`src/rtl/puf_ro_pkg.sv`:
```
// Shared types and default sizing for the ring-oscillator PUF comparator.
package puf_ro_pkg;

  localparam int N_RO_DEF       = 8;
  localparam int CNT_W_DEF      = 16;
  localparam int WIN_W_DEF      = 16;
  localparam int SETTLE_CYC_DEF = 4;

  typedef enum logic [2:0] {
    ST_IDLE,
    ST_SETTLE,
    ST_MEASURE,
    ST_COMPARE,
    ST_DONE
  } state_e;

endpackage

```
`src/rtl/puf_ro_edge_cnt.sv`:
```
// One measurement channel: 3-flop synchroniser, rising-edge detect and a
// saturating edge counter with synchronous clear and count-enable.
module puf_ro_edge_cnt
  import puf_ro_pkg::*;
#(
  parameter int CNT_W = CNT_W_DEF
) (
  input  logic             clk_i,
  input  logic             rst_n_i,
  input  logic             ro_i,
  input  logic             clr_i,
  input  logic             en_i,
  output logic [CNT_W-1:0] cnt_o
);

  logic [2:0]       sync_q;
  logic [CNT_W-1:0] cnt_q;
  logic             rise;

  // NOTE: non-blocking assignments make each stage take the previous stage's
  // old value, so this really is three flops and not one.
  always_ff @(posedge clk_i or negedge rst_n_i) begin
    if (!rst_n_i) begin
      sync_q <= '0;
    end else begin
      sync_q <= {sync_q[1:0], ro_i};
    end
  end

  // sync_q[0] may be metastable; only the two settled stages feed the detector
  assign rise = sync_q[1] & ~sync_q[2];

  always_ff @(posedge clk_i or negedge rst_n_i) begin
    if (!rst_n_i) begin
      cnt_q <= '0;
    end else if (clr_i) begin
      cnt_q <= '0;
    end else if (en_i && rise && (cnt_q != '1)) begin
      cnt_q <= cnt_q + CNT_W'(1);
    end
  end

  assign cnt_o = cnt_q;

endmodule

```
`src/rtl/puf_ro_cmp.sv`:
```
// Ring-oscillator PUF measurement core: enables a challenge-selected pair,
// counts edges over a window and reports A > B. Optional macro PUF_RO_CNT_OUT_EN.
module puf_ro_cmp
  import puf_ro_pkg::*;
#(
  parameter  int N_RO       = N_RO_DEF,
  parameter  int CNT_W      = CNT_W_DEF,
  parameter  int WIN_W      = WIN_W_DEF,
  parameter  int SETTLE_CYC = SETTLE_CYC_DEF,
  localparam int SEL_W      = $clog2(N_RO)
) (
  input  logic             i_clk,
  input  logic             i_rst_n,
  input  logic [N_RO-1:0]  i_ro,
  output logic [N_RO-1:0]  o_ro_en,
  input  logic             i_start,
  input  logic [SEL_W-1:0] i_sel_a,
  input  logic [SEL_W-1:0] i_sel_b,
  input  logic [WIN_W-1:0] i_win,
  output logic             o_busy,
  output logic             o_done,
  output logic             o_resp,
  output logic             o_tie,
  output logic             o_err
`ifdef PUF_RO_CNT_OUT_EN
  ,
  output logic [CNT_W-1:0] o_cnt_a,
  output logic [CNT_W-1:0] o_cnt_b
`endif
);

  state_e           state_q, state_d;
  logic [WIN_W-1:0] cyc_q, cyc_d;
  logic [WIN_W-1:0] win_q, win_d;
  logic [SEL_W-1:0] sel_a_q, sel_a_d;
  logic [SEL_W-1:0] sel_b_q, sel_b_d;
  logic [N_RO-1:0]  ro_en_q, ro_en_d;
  logic             resp_q, resp_d;
  logic             tie_q, tie_d;
  logic             err_q, err_d;
  logic [CNT_W-1:0] cnt_a, cnt_b;
  logic             challenge_ok;

`ifdef PUF_RO_CNT_OUT_EN
  logic [CNT_W-1:0] res_cnt_a_q, res_cnt_a_d;
  logic [CNT_W-1:0] res_cnt_b_q, res_cnt_b_d;
`endif

  assign challenge_ok = (i_sel_a != i_sel_b) &&
                        (int'(i_sel_a) < N_RO) && (int'(i_sel_b) < N_RO);

  // NOTE: every next-state variable is given its hold value first, so no path
  // through the case statement can leave one unassigned and infer a latch.
  always_comb begin
    state_d = state_q;
    cyc_d   = cyc_q;
    win_d   = win_q;
    sel_a_d = sel_a_q;
    sel_b_d = sel_b_q;
    ro_en_d = ro_en_q;
    resp_d  = resp_q;
    tie_d   = tie_q;
    err_d   = err_q;
`ifdef PUF_RO_CNT_OUT_EN
    res_cnt_a_d = res_cnt_a_q;
    res_cnt_b_d = res_cnt_b_q;
`endif

    unique case (state_q)
      ST_IDLE: begin
        if (i_start) begin
          sel_a_d = i_sel_a;
          sel_b_d = i_sel_b;
          win_d   = i_win;
          if (!challenge_ok || (i_win == '0)) begin
            // short-circuit runs never touch the bank and report zero counts
            state_d = ST_DONE;
            err_d   = !challenge_ok;
            tie_d   = challenge_ok;
            resp_d  = 1'b0;
`ifdef PUF_RO_CNT_OUT_EN
            res_cnt_a_d = '0;
            res_cnt_b_d = '0;
`endif
          end else begin
            state_d          = ST_SETTLE;
            cyc_d            = WIN_W'(SETTLE_CYC - 1);
            ro_en_d          = '0;
            ro_en_d[i_sel_a] = 1'b1;
            ro_en_d[i_sel_b] = 1'b1;
          end
        end
      end
      ST_SETTLE: begin
        if (cyc_q == '0) begin
          state_d = ST_MEASURE;
          cyc_d   = win_q - WIN_W'(1);
        end else begin
          cyc_d = cyc_q - WIN_W'(1);
        end
      end
      ST_MEASURE: begin
        if (cyc_q == '0) begin
          state_d = ST_COMPARE;
          ro_en_d = '0;
        end else begin
          cyc_d = cyc_q - WIN_W'(1);
        end
      end
      ST_COMPARE: begin
        state_d = ST_DONE;
        resp_d  = (cnt_a > cnt_b);
        tie_d   = (cnt_a == cnt_b);
        err_d   = 1'b0;
`ifdef PUF_RO_CNT_OUT_EN
        res_cnt_a_d = cnt_a;
        res_cnt_b_d = cnt_b;
`endif
      end
      ST_DONE: state_d = ST_IDLE;
      default: state_d = ST_IDLE;
    endcase
  end

  // Enables live in a flop so reset pulls them low without waiting for a clock.
  always_ff @(posedge i_clk or negedge i_rst_n) begin
    if (!i_rst_n) begin
      state_q <= ST_IDLE;
      cyc_q   <= '0;
      win_q   <= '0;
      sel_a_q <= '0;
      sel_b_q <= '0;
      ro_en_q <= '0;
      resp_q  <= 1'b0;
      tie_q   <= 1'b0;
      err_q   <= 1'b0;
    end else begin
      state_q <= state_d;
      cyc_q   <= cyc_d;
      win_q   <= win_d;
      sel_a_q <= sel_a_d;
      sel_b_q <= sel_b_d;
      ro_en_q <= ro_en_d;
      resp_q  <= resp_d;
      tie_q   <= tie_d;
      err_q   <= err_d;
    end
  end

`ifdef PUF_RO_CNT_OUT_EN
  always_ff @(posedge i_clk or negedge i_rst_n) begin
    if (!i_rst_n) begin
      res_cnt_a_q <= '0;
      res_cnt_b_q <= '0;
    end else begin
      res_cnt_a_q <= res_cnt_a_d;
      res_cnt_b_q <= res_cnt_b_d;
    end
  end

  assign o_cnt_a = res_cnt_a_q;
  assign o_cnt_b = res_cnt_b_q;
`endif

  puf_ro_edge_cnt #(.CNT_W(CNT_W)) u_cnt_a (
    .clk_i   (i_clk),
    .rst_n_i (i_rst_n),
    .ro_i    (i_ro[sel_a_q]),
    .clr_i   (state_q == ST_SETTLE),
    .en_i    (state_q == ST_MEASURE),
    .cnt_o   (cnt_a)
  );

  puf_ro_edge_cnt #(.CNT_W(CNT_W)) u_cnt_b (
    .clk_i   (i_clk),
    .rst_n_i (i_rst_n),
    .ro_i    (i_ro[sel_b_q]),
    .clr_i   (state_q == ST_SETTLE),
    .en_i    (state_q == ST_MEASURE),
    .cnt_o   (cnt_b)
  );

  assign o_ro_en = ro_en_q;
  assign o_busy  = (state_q == ST_SETTLE) || (state_q == ST_MEASURE) ||
                   (state_q == ST_COMPARE);
  assign o_done  = (state_q == ST_DONE);
  assign o_resp  = resp_q;
  assign o_tie   = tie_q;
  assign o_err   = err_q;

endmodule

```
`config.mk`:
```
export PLATFORM = sky130hd
export DESIGN_NAME = puf_ro_cmp
export DESIGN_NICKNAME = d
export VERILOG_FILES = /design/src/rtl/puf_ro_pkg.sv /design/src/rtl/puf_ro_edge_cnt.sv /design/src/rtl/puf_ro_cmp.sv
export SDC_FILE = /design/constraint.sdc
export NUM_CORES = 1
export LEC_CHECK = 0
export ABC_CLOCK_PERIOD_IN_PS = 7750
export CAP_MARGIN = 40
export CORE_MARGIN = 1.5
export CORE_UTILIZATION = 45
export CTS_CLUSTER_DIAMETER = 100
export DETAILED_ROUTE_END_ITERATION = 8
export HOLD_SLACK_MARGIN = 0.05
export PLACE_DENSITY = 0.73
export SLEW_MARGIN = 10
export SYNTH_ARGS = -nofsm -noshare
export SYNTH_HDL_FRONTEND = slang
export SYNTH_SLANG_ARGS = --single-unit
```
`constraint.sdc`:
```
create_clock -name i_clk -period 7.75 [get_ports i_clk]
set_input_delay 1.1625 -clock i_clk [delete_from_list [all_inputs] [get_ports i_clk]]
set_output_delay 1.1625 -clock i_clk [all_outputs]
set_load 0.01 [all_outputs]
```
Yosys cells after proc, flatten, opt, wreduce, memory -nomap -nowiden
Cells that the tools add are included.
{"block": "op_classes", "addsub": 4, "n_lt_le_gt_ge": 7, "n_eq_ne": 14, "muxes": 35, "bitwise": 5, "reduce_logical": 23}
{"cell": "$mux 16", "count": 8}
{"cell": "$pmux 16 s3", "count": 1}
{"cell": "$add 16x1->16 const B", "count": 2}
{"cell": "$logic_not 16->1", "count": 2}
{"cell": "$ne 16x16->1 const B", "count": 2}
{"cell": "$sub 16x1->16 const B", "count": 2}
{"cell": "$mux 8", "count": 3}
{"cell": "$eq 16x16->1", "count": 1}
{"cell": "$gt 16x16->1", "count": 1}
{"cell": "$lt 3x4->1 const B", "count": 4}
{"cell": "$pmux 8 s2", "count": 1}
{"cell": "$mux 3", "count": 4}
{"cell": "$ne 2x2->1 const B", "count": 6}
{"cell": "$pmux 3 s4", "count": 1}
{"cell": "$mux 1", "count": 10}
{"cell": "$or 8x8->8", "count": 1}
{"cell": "$reduce_and 4->1", "count": 2}
{"cell": "$reduce_bool 2->1", "count": 4}
{"cell": "$bmux 1 s3", "count": 2}
{"cell": "$demux 1 s3", "count": 2}
{"cell": "$eq 3x2->1 const B", "count": 2}
{"cell": "$ge 3x1->1 const B", "count": 2}
{"cell": "$logic_and 1x1->1", "count": 6}
{"cell": "$pmux 1 s2", "count": 3}
{"cell": "11 further kinds", "count": 16}
{"block": "totals", "reg_bits": 90, "inputBits": 33, "elab_cells": 101}

Longest topological paths before layout
{"block": "depth", "word_depth": 8, "mapped_depth": 10}

Modules after synthesis
From an unflattened synthesis, not the netlist that was laid out.
{"block": "hier_totals", "hier_cells": 590, "area_unflattened_um2": 5579.1}
{"module": "puf_ro_cmp", "n_inst": 1, "cells_each": 388, "area_each_um2": 3569.7}
{"module": "puf_ro_edge_cnt", "n_inst": 2, "cells_each": 101, "area_each_um2": 1004.7}

Worst setup path after synthesis
OpenSTA, ideal clock, no wires.
{"block": "synth_path", "path_type": "input to register", "start": "in i_sel_b[2]", "end": "reg err_q, in the netlist o_err", "arrival_ps": 2506, "required_ps": 7625, "slack_ps": 5120, "stages": 7, "path_cell_list": "clkbuf_1 > xnor2_1 > nand3_1 > nand2_1 > nand3_1 > a21oi_1 > mux2_2"}
{"block": "synth_via", "elab_chain_cells": 5, "elab_cells_between_ends": 8, "classes_between": "eq/ne (2); mux (3); reduce/logical (3)"}
{"element": "start: declaration", "line": "puf_ro_cmp.sv:18", "rtl": "input logic [SEL_W-1:0] i_sel_b,"}
{"element": "$ne 3x3->1 *", "line": "puf_ro_cmp.sv:49", "rtl": "assign challenge_ok = (i_sel_a != i_sel_b) &&"}
{"element": "$logic_not 1->1 *", "line": "puf_ro_cmp.sv:75, puf_ro_cmp.sv:78"}
{"element": "$mux 1 or $logic_or 1x1->1 (tied branches)", "line": "puf_ro_cmp.sv:75", "rtl": "if (!challenge_ok || (i_win == '0)) begin"}
{"element": "$mux 1 or $ne 2x2->1 (tied branches)"}
{"element": "$pmux 1 s2 or $reduce_and 3->1 (tied branches)"}
{"element": "end signal: assignment", "line": "puf_ro_cmp.sv:146", "rtl": "err_q <= err_d;"}
{"element": "end: declaration", "line": "puf_ro_cmp.sv:40", "rtl": "logic err_q, err_d;"}
Mark *: on every way between the ends. The rest lies on a longest branch, timed or not. The select of a mux whose other input is x is not followed.
A chain may end at the register's enable or synchronous reset.

Worst setup path after layout
{"block": "layout_path", "start": "in i_sel_a[2]", "end": "reg ro_en_q[5], in the netlist o_ro_en[5]"}
{"block": "layout_via", "elab_chain_cells": 8, "elab_cells_between_ends": 14, "classes_between": "order compare (2); eq/ne (2); mux (5); bitwise (1); reduce/logical (4)"}
{"element": "start: declaration", "line": "puf_ro_cmp.sv:17", "rtl": "input logic [SEL_W-1:0] i_sel_a,"}
{"element": "$lt 3x4->1 (not written as such) or $ge 3x1->1 (tied branches)", "line": "puf_ro_cmp.sv:89", "rtl": "ro_en_d[i_sel_a] = 1'b1;"}
{"element": "$logic_and 1x1->1 (not written as such)", "line": "puf_ro_cmp.sv:89"}
{"element": "$mux 1 (not written as such)", "line": "puf_ro_cmp.sv:89"}
{"element": "$demux 1 s3", "line": "puf_ro_cmp.sv:89"}
{"element": "$or 8x8->8 (no source line)"}
{"element": "$mux 8", "line": "puf_ro_cmp.sv:75"}
{"element": "$mux 8", "line": "puf_ro_cmp.sv:71", "rtl": "if (i_start) begin"}
{"element": "$pmux 8 s2", "line": "puf_ro_cmp.sv:69", "rtl": "unique case (state_q)"}
{"element": "end signal: assignment", "line": "puf_ro_cmp.sv:143", "rtl": "ro_en_q <= ro_en_d;"}
{"element": "end: declaration", "line": "puf_ro_cmp.sv:37", "rtl": "logic [N_RO-1:0] ro_en_q, ro_en_d;"}
Several ways; a longest one is shown, not always the timed one. The select of a mux whose other input is x is not followed.

==> metrics.md <==
| Metric | Value |
|---|---|
| Top FF cell, synth | `dfrtp_1` |
| Hold path start | `u_cnt_a.sync_q[0]$_DFF_PN0_` |
| Largest net degree at the start of global routing | `63` |
| Critical path data arrival time | `3.34 ns` |
| Core ar. | `about 12,000 sq um` |
| # Max-Cap Violations | `0` |
| Residual DRC | `0` |
| Mapped Avg Cell Area | `9.414 sq um` |
| Worst-Margin Slew | `0.8304 ns` |
| Area of the multi-input gates | `2907 sq um` |
| Die Y | `112.3 um` |
| Required @ worst endpoint | `8.01 ns` |
| Worst min path class | `reg -> reg` |
| Post-DRT Antenna Nets | `0` |
| Post-CTS Hold Buffers | `0` |
| Crit path launch type | `input pin` |
| Max Fclk | `324.5 MHz` |
| Post CTS Setup Buffer Count | `0` |
| Worst slew margin | `0.4413` |
| Status | `finished, final reports clean` |
| Die area | `12,610 sq um` |
| Sequential area share after synthesis | `0.4190` |
| Warnings, synthesis | `0` |
| Post-synth EDFFs | `0` |
| Detailed Place HPWL | `approximately 8900 um` |
| Drt via density | `5.894` |
| Syn Nets | `624` |
| CP Class | `in -> reg` |
| Root buf cell | `clkbuf_16` |
| Top fanout value on the critical path | `12` |
| Crit path from | `i_sel_a[2]` |
| Layout Skew | `roughly 0.0067 ns` |
| Endpoints failing setup | `0` |
| Clk slew on worst S/H paths | `0.07 ns` |
| Dpl cells | `between 700 and 800` |
| CTS resizes | `0` |
| Critical Path End Type | `flip-flop` |
| Post-synth ARST share | `1.000` |
| Number of global-route vias before repair | `4,344` |
| Port Buffers | `45` |
| CTS max path bufs | `2` |
| Final period utilization | `0.3976` |
| Vias | `4,438` |
| Clock latency on the worst-skew pair | `0.35 ns` |
| Routed wire length | `12,230 um` |
| Fin Setup TNS | `0 ns` |
| Wire per inst | `16.24 um` |
| Peak supply drop | `just under 200 uV` |
| Sequential cell area | `between 2000 and 2500 sq um` |
| ANT cells | `0` |
| Final #Nets | `658` |
| RSZ-0062 raised after global routing | `false` |
| PwrDens | `304.4 nW/um^2` |
| Reg-to-Reg Start | `cyc_q[0]$_DFFE_PN0P_` |
| Initial antenna violation count | `0` |
| #FFs+latches synth | `90` |
| Static leakage | `0.002576 uW` |
| Share of cells above drive strength 1 | `0.1016` |
| Row cnt | `39` |
| CTS sink count | `90` |
| Boundary Pins | `between 40 and 50` |
| Initial Utilization | `0.4668` |
| Fin. Hold Viols | `0` |
| Syn Inst Count | `571` |
| First-pass GRT wire length | `21,280 um` |
| Period minus WS final | `3.081 ns` |
| Synth cell types | `59` |
| Max-slew violation count | `0` |
| Gr ovfl total | `0` |
| Iter 0 DRT Violations | `329` |
| CTS tree | `yes` |
| H-tree depth | `3` |
| Area Growth Syn to Fin | `16.01%` |
| GPL Wtd Cong | `0.8519` |
| GRT Util Overall | `0.2083` |
| # fillers | `1,034` |
| Post-Syn Area | `~5400 sq um` |
| First-pass DRT Iterations | `5` |
| CTS buffer count | `9` |
| Die W | `112.3 um` |
| Final non-filler cell total | `753` |
cell usage in the layout, fill, tap and decap left out, drive strengths merged, types with 4 or more instances in the layout:
| master | instances |
|---|---|
| nor3b | 6 |
| buf | 5 |
| nand2 | 47 |
| inv | 26 |
| nor4 | 15 |
| nor2 | 64 |
| nand3 | 17 |
| a22oi | 6 |
| ha | 20 |
| or3 | 12 |
| xnor2 | 26 |
| and4 | 7 |
| a21oi | 28 |
| xor2 | 21 |
| a21o | 6 |
| a221oi | 4 |
| clkbuf | 10 |
| or4 | 5 |
| o22ai | 4 |
| mux2 | 24 |
| o21ai | 26 |
| a221o | 4 |
| nand2b | 4 |
| o211ai | 4 |
| nor3 | 22 |
| clkdlybuf4s50 | 44 |
| nand4 | 10 |
| and2 | 5 |
| mux4 | 4 |
| dfrtp | 90 |
synth_stat cells (all sizes together) (17+ instances only):
master,n,area [sq um]
inv,25,93.84
nor3,22,110.1
ha,20,250.2
mux2,24,270.3
dfrtp,90,2252
clkbuf,21,78.83
nand3,17,85.08
xnor2,26,227.7
nor2,64,242.7
o21ai,26,130.1
xor2,21,183.9
nand2,47,176.4
a21oi,28,140.1
area by class of cell:
cell class	instances	area share
timing repair buffer	49	0.07785
sequential	90	0.3612
multi-input combinational	430	0.4661
clock buffer	10	0.03672
inverter	25	0.01505
clock inverter	6	0.01445
tap	143	0.02869
through the flow:
stage                     power [uW]  utilization  instance area (sq um)  setup slack, ns  hold WS, ns
after global placement          1394       0.5125                   5902            4.364       0.3335
after detailed placement        1426       0.5138                   5917            4.315       0.3523
final                           1898       0.5415                   6236            4.669       0.3573
after global routing            2016       0.5415                   6236            4.468       0.3637
after floorplan                 1214            -                   5375            5.120       0.3312
after CTS                       1906       0.5415                   6236            4.662       0.3586
logic make-up after synthesis:
kind of cell / Yosys count / synth area share
and+or+nand+nor: 227 / 0.2176
AOI/OAI and AO/OA: 105 / 0.1264
DFF: 90 / 0.4190
buffers and inverters: 51 / 0.04120
xor gates and xnor gates: 47 / 0.07658
muxes: 31 / 0.07263
adders and majority gates: 20 / 0.04655
power by group:
group          internal, uW  total, uW  switching [uW]
Clock                   284        472             188
Sequential              608        757             149
Combinational           328        668             340
Total                  1220       1900             677
final timing paths:
kind	endpoint	slack (ns)	cells past startpoint
min	u_cnt_a.sync_q[1]$_DFF_PN0_	0.36	0
max	o_ro_en[5]$_DFFE_PN0P_	4.67	7
max reg2reg	cyc_q[4]$_DFFE_PN0P_	4.94	8
min in group asynchronous	u_cnt_a.cnt_o[7]$_DFFE_PN0P_	0.73	1
min reg2reg	u_cnt_a.sync_q[1]$_DFF_PN0_	0.36	0
max in group asynchronous	sel_b_q[2]$_DFFE_PN0P_	5.89	2
per-layer routing:
| layer | GRT usage | share of wire |
|---|---|---|
| met4 | 0.07764 | 0.021 |
| met1 | 0.2782 | 0.44 |
| met5 | 0 | 0 |
| met3 | 0.03996 | 0.043 |
| met2 | 0.3395 | 0.49 |
sequential cells by signal, summed over array words and instances, names as in the netlist:
signal	cells
u_cnt_b.cnt_o	16
state_q	3
o_ro_en	8
u_cnt_a.sync_q	3
cyc_q	16
win_q	16
o_tie	1
o_err	1
sel_a_q	3
u_cnt_a.cnt_o	16
u_cnt_b.sync_q	3
sel_b_q	3
o_resp	1
worst max-delay path: stages:
cell and delay [ns]:
clkdlybuf4s50_1 0.68, xnor2_1 0.14, nand3_1 0.19, nand3_1 0.38, nor2_1 0.49, a22oi_1 0.11, o21ai_0 0.18
(Power assumes the default switching activity.)
